### src/rtl/screen_fetch_arbiter.sv
// rtl/screen_fetch_arbiter.sv - screen RAM read-port arbiter with double-buffered row prefetch
module screen_fetch_arbiter #(
    parameter logic [10:0] BASE_ADDR    = 11'h200,
    parameter int          STARVE_LIMIT = 8
) (
    input  logic        clk,
    input  logic        reset,
    input  logic        row_start,
    input  logic [4:0]  row_idx,
    input  logic        line_swap,
    input  logic [4:0]  pix_x,
    output logic [7:0]  pix_data,
    input  logic        cpu_rd_req,
    input  logic [10:0] cpu_rd_addr,
    output logic        cpu_rd_ack,
    output logic [7:0]  cpu_rd_data,
    output logic        ram_rd_en,
    output logic [10:0] ram_rd_addr,
    input  logic [7:0]  ram_rd_data,
    output logic        fetch_busy,
    output logic        back_ready,
    output logic        underrun,
    output logic        overrun
);

    localparam int WW = $clog2(STARVE_LIMIT + 1);
    localparam logic [WW-1:0] LIMIT = WW'(STARVE_LIMIT);

    typedef enum logic {IDLE, FETCH} state_t;

    state_t          state, next_state;
    logic [4:0]      col, row;
    logic [WW-1:0]   wait_cnt;
    logic            disp_bank;
    logic            cpu_issue, fetch_issue;
    logic [10:0]     fetch_addr;

    // issue pipeline: owner tag, column and "last column of an uninterrupted row"
    logic            p_valid, p_cpu, p_last;
    logic [4:0]      p_col;

    // bank selects the upper half; the back bank is always the one not on display
    logic [7:0]      line_buf [64];

    assign fetch_addr = BASE_ADDR + {1'b0, row, col};
    assign fetch_busy = (state == FETCH);

    // slot arbitration: CPU owns IDLE; in FETCH it only wins once starved for LIMIT cycles
    always_comb begin
        next_state  = state;
        ram_rd_en   = 1'b0;
        ram_rd_addr = cpu_rd_addr;
        cpu_issue   = 1'b0;
        fetch_issue = 1'b0;
        case (state)
            IDLE: begin
                ram_rd_en = cpu_rd_req;
                cpu_issue = cpu_rd_req;
                if (row_start) next_state = FETCH;
            end
            FETCH: begin
                ram_rd_en = 1'b1;
                if (cpu_rd_req && wait_cnt == LIMIT) begin
                    cpu_issue = 1'b1;
                end else begin
                    fetch_issue = 1'b1;
                    ram_rd_addr = fetch_addr;
                end
                if (!row_start && fetch_issue && col == 5'd31) next_state = IDLE;
            end
            default: next_state = IDLE;
        endcase
    end

    // control state, issue pipeline, read-data routing and status flags
    always_ff @(posedge clk) begin
        if (!reset) begin
            state       <= IDLE;
            col         <= '0;
            row         <= '0;
            wait_cnt    <= '0;
            disp_bank   <= 1'b0;
            p_valid     <= 1'b0;
            p_cpu       <= 1'b0;
            p_last      <= 1'b0;
            p_col       <= '0;
            cpu_rd_ack  <= 1'b0;
            cpu_rd_data <= '0;
            back_ready  <= 1'b0;
            underrun    <= 1'b0;
            overrun     <= 1'b0;
            pix_data    <= '0;
        end else begin
            state <= next_state;

            if (row_start) begin
                col <= '0;
                row <= row_idx;
                if (state == FETCH) overrun <= 1'b1;
            end else if (fetch_issue) begin
                col <= col + 5'd1;
            end

            if (fetch_issue && cpu_rd_req) wait_cnt <= wait_cnt + WW'(1);
            else                           wait_cnt <= '0;

            p_valid <= cpu_issue | fetch_issue;
            p_cpu   <= cpu_issue;
            p_col   <= col;
            // a restart on the final issue cancels completion of the old row
            p_last  <= fetch_issue && (col == 5'd31) && !row_start;

            cpu_rd_ack <= p_valid && p_cpu;
            if (p_valid && p_cpu) cpu_rd_data <= ram_rd_data;

            if (p_valid && !p_cpu && p_last) back_ready <= 1'b1;

            // swap uses the registered flag, so a same-cycle completion counts as not ready
            if (line_swap) begin
                if (back_ready) begin
                    disp_bank  <= ~disp_bank;
                    back_ready <= 1'b0;
                end else begin
                    underrun <= 1'b1;
                end
            end

            if (row_start) back_ready <= 1'b0;

            pix_data <= line_buf[{disp_bank, pix_x}];
        end
    end

    // fetched bytes land in whichever bank is currently the back bank
    always_ff @(posedge clk) begin
        if (p_valid && !p_cpu) line_buf[{~disp_bank, p_col}] <= ram_rd_data;
    end

endmodule

### config.mk
export PLATFORM = sky130hd
export DESIGN_NAME = screen_fetch_arbiter
export DESIGN_NICKNAME = d
export VERILOG_FILES = /design/src/rtl/screen_fetch_arbiter.sv
export SDC_FILE = /design/constraint.sdc
export NUM_CORES = 1
export LEC_CHECK = 0
export ABC_AREA = 0
export BUFFER_PORTS_ARGS = -buffer_cell sky130_fd_sc_hd__buf_2
export CORE_MARGIN = 2
export CORE_UTILIZATION = 50
export CTS_CLUSTER_DIAMETER = 30
export DETAILED_ROUTE_END_ITERATION = 12
export PLACE_DENSITY = 0.64
export REMOVE_ABC_BUFFERS = 1
export SETUP_SLACK_MARGIN = 0.2
export SYNTH_ARGS = -nofsm -noshare
export SYNTH_HDL_FRONTEND = slang
export SYNTH_SLANG_ARGS = --single-unit
### constraint.sdc
create_clock -name clk -period 3.1 [get_ports clk]
set_input_delay 0.155 -clock clk [delete_from_list [all_inputs] [get_ports clk]]
set_output_delay 0.155 -clock clk [all_outputs]
set_load 0.02 [all_outputs]
==> summary.txt <==
Run status
  – Status: finished, final reports clean

Floorplanning
  – Row cnt: 76
  – Initial Util: 50.5%
  – Core region area: 42900 um2
  – I/O pin count: 67
  – Die W: 212 um
  – Die area: 45000 um2
  – Die height: 212 um

Drt
  – DRT Wirelength: 51.8 mm
  – Pre-Repair DR Iteration Count: 7
  – Number of vias per cell: 5.75
  – DRC errors left: 0
  – DR WL/cell: 25.8 um
  – Final antenna-violating net count: 0
  – Initial DRC Count: 1294
  – Via count: 11600

Timing
  – Relative slew slack: 17.9%
  – Part of the cycle the worst path needs: 79.3%
  – Clock skew: 17.4 ps
  – Final setup viols: 0
  – Final Worst Setup Slack: 643 ps
  – Slew @ Worst Pin: 1230 ps
  – Hold Violations, Final: 0
  – Max Fclk: 407 MHz
  – Unrepaired setup endpoints after global routing: no
  – Post-Route Setup TNS: 0 ps
  – Number of max-slew violations in the final report: 0
  – Min Tclk post-route: 2460 ps

Setup path
  – Critical Path RT: 3430 ps
  – Crit path capture type: flop
  – Critical Path AT: 2790 ps
  – Maximum fanout along the worst path: 13
  – Critical Path Start Type: flop
  – Critical setup path kind: flop to flop

Global route
  – Antenna violations before repair: 1
  – Largest net degree at the start of global routing: 66
  – First-pass GRT wire length: 76.2 mm
  – Number of global-route vias before repair: 11800
  – Gr ovfl total: 0
  – Total GRT Usage: 23.8%

Synthesis
  – Synth Instances: 1108
  – Synth cell types: 53
  – EDFF count, synth: 512
  – Post-synthesis sequential area ratio: 75.0%
  – Avg Cell Area, Syn: 19.6 um2
  – Mapped Area: 21700 um2
  – Yosys warnings: 0
  – Top_reg_cell synth: edfxtp_1
  – Seq cells post-synth: 556
  – Share of synthesized registers carrying an async set or reset: 0%

Finish
  – Ant diodes: 0
  – Fillers: 2972
  – Cell area after layout: 26800 um2
  – Layout net count: 1375
  – Most frequent cells in the layout: 512 x edfxtp_1, 107 x clkbuf_16, 106 x mux4_2
  – Commonest non-fill, non-tap cell in the layout: edfxtp_1
  – Synth-to-Final Area Change: 23.7%
  – Ratio of cells with drive above 1 in the final layout: 32.0%

Clocking
  – CTS buffer count: 104
  – CTS resizes: 0
  – Worst-path clk slew: 50 ps
  – Root Driver: clkbuf_16
  – TritonCTS clock tree: yes
  – H-Tree Depth: 3
  – Skew-Pair Late Insertion Delay: 620 ps
  – Max Buffers Root-to-Sink: 3
  – CTS Sinks: 556

Placed design
  – IO Port Bufs: 66
  – Placement Setup Slack: 573 ps
  – Final HPWL DP: 31.6 mm
  – Final Wtd Congestion: 0.839
  – Placed Area: 23200 um2

Power and ir drop
  – IR drop worst, VDD: 0.464 mV
  – Leakage: 0.00915 uW
  – Pwr/cell area: 744 nW/um2

Min path
  – Min-delay worst type: primary input to flop

Flow run
  – MaxCap Viol Count: 0
registers in the layout (all words and copies together) (netlist names):
signal / cells
disp_bank: 1
col: 5
underrun: 1
pix_data: 8
p_col: 5
fetch_busy: 1
wait_cnt: 4
back_ready: 1
line_buf: 512
row: 5
p_valid: 1
p_cpu: 1
cpu_rd_data: 8
cpu_rd_ack: 1
p_last: 1
overrun: 1
layout make-up:
| cell class | count | area, um2 | share of cell area, % |
|---|---|---|---|
| clock inverter | 77 | 704 | 2.63 |
| timing repair buffer | 179 | 1290 | 4.81 |
| multi-input combinational | 491 | 5040 | 18.8 |
| tap | 585 | 732 | 2.73 |
| inverter | 5 | 18.8 | 0.0700 |
| clock buffer | 118 | 2760 | 10.3 |
| sequential | 556 | 16300 | 60.7 |
metrics by stage:
stage               instances  util [%]  power (uW)  hold WS (ps)
global route             2011      62.5       20500          86.9
detailed placement       1803      54.1        9170           421
finish                   2011      62.5       19900          81.1
global placement         1803      54.1        9160           413
floorplan                1052         -        8710           254
CTS                      2011      62.5       20100          43.8
logic make-up after synthesis:
family	synth area share (%)
adders and majority gates	0.231
xor gates and xnor gates	0.243
and+or+nand+nor	5.20
AOI/OAI and AO/OA	2.64
buffers and inverters	1.71
muxes	15.0
DFF	75.0
layer usage:
layer  global-route usage [%]  wire length [um]
met1                     33.5             21900
met2                     36.8             24400
met3                     4.99              4100
met4                     9.45              1460
met5                        0                 8
path summary, 6_finish.rpt:
| check | start | cells after the start | slack, ps | endpoint |
|---|---|---|---|---|
| max | p_valid | 5 | 640 | line_buf[29][1] |
| max reg2reg | p_valid | 5 | 640 | line_buf[29][1] |
| min reg2reg | wait_cnt[0] | 1 | 460 | wait_cnt[0] |
| min | reset | 3 | 80 | pix_data[4] |
where the power goes:
| part | switching, uW | leakage (uW) | internal (uW) |
|---|---|---|---|
| Sequential | 27.8 | 0.00496 | 8230 |
| Clock | 3760 | 0.00167 | 7140 |
| Combinational | 484 | 0.00253 | 301 |
cells in the mapped netlist, drive strengths merged, types with 3 or more instances:
library cell | count | area share (%)
edfxtp | 512 | 71
mux4 | 128 | 14
nor2 | 89 | 1.5
nand2 | 67 | 1.2
dfxtp | 44 | 4.1
buf | 35 | 1.3
mux2i | 23 | 1.1
o22ai | 22 | 0.64
clkbuf | 21 | 0.36
nor2b | 18 | 0.52
nand3 | 15 | 0.35
a21oi | 12 | 0.28
nand2b | 10 | 0.29
o21ai | 10 | 0.23
and2 | 9 | 0.26
a211oi | 8 | 0.28
a21boi | 8 | 0.28
inv | 5 | 0.087
o211ai | 5 | 0.20
or3 | 5 | 0.14
ha | 4 | 0.23
mux2 | 4 | 0.21
nand3b | 4 | 0.14
nor3 | 4 | 0.092
nor4 | 4 | 0.12
o21a | 4 | 0.14
a22o | 3 | 0.12
or3b | 3 | 0.12
or4 | 3 | 0.10
xnor2 | 3 | 0.12
xor2 | 3 | 0.12
worst max-delay path, stage by stage (launching register included):
cell and delay (ps):
dfxtp_1 540, nor3b_1 490, nand3_1 360, buf_4 270, nor2_1 270, buf_4 220
repair_timing:
action,4_1_cts,5_1_grt
hold buffers,13,0
hold endpoints to repair,17,0
setup buffers,0,0
(Power assumes the default switching activity.)
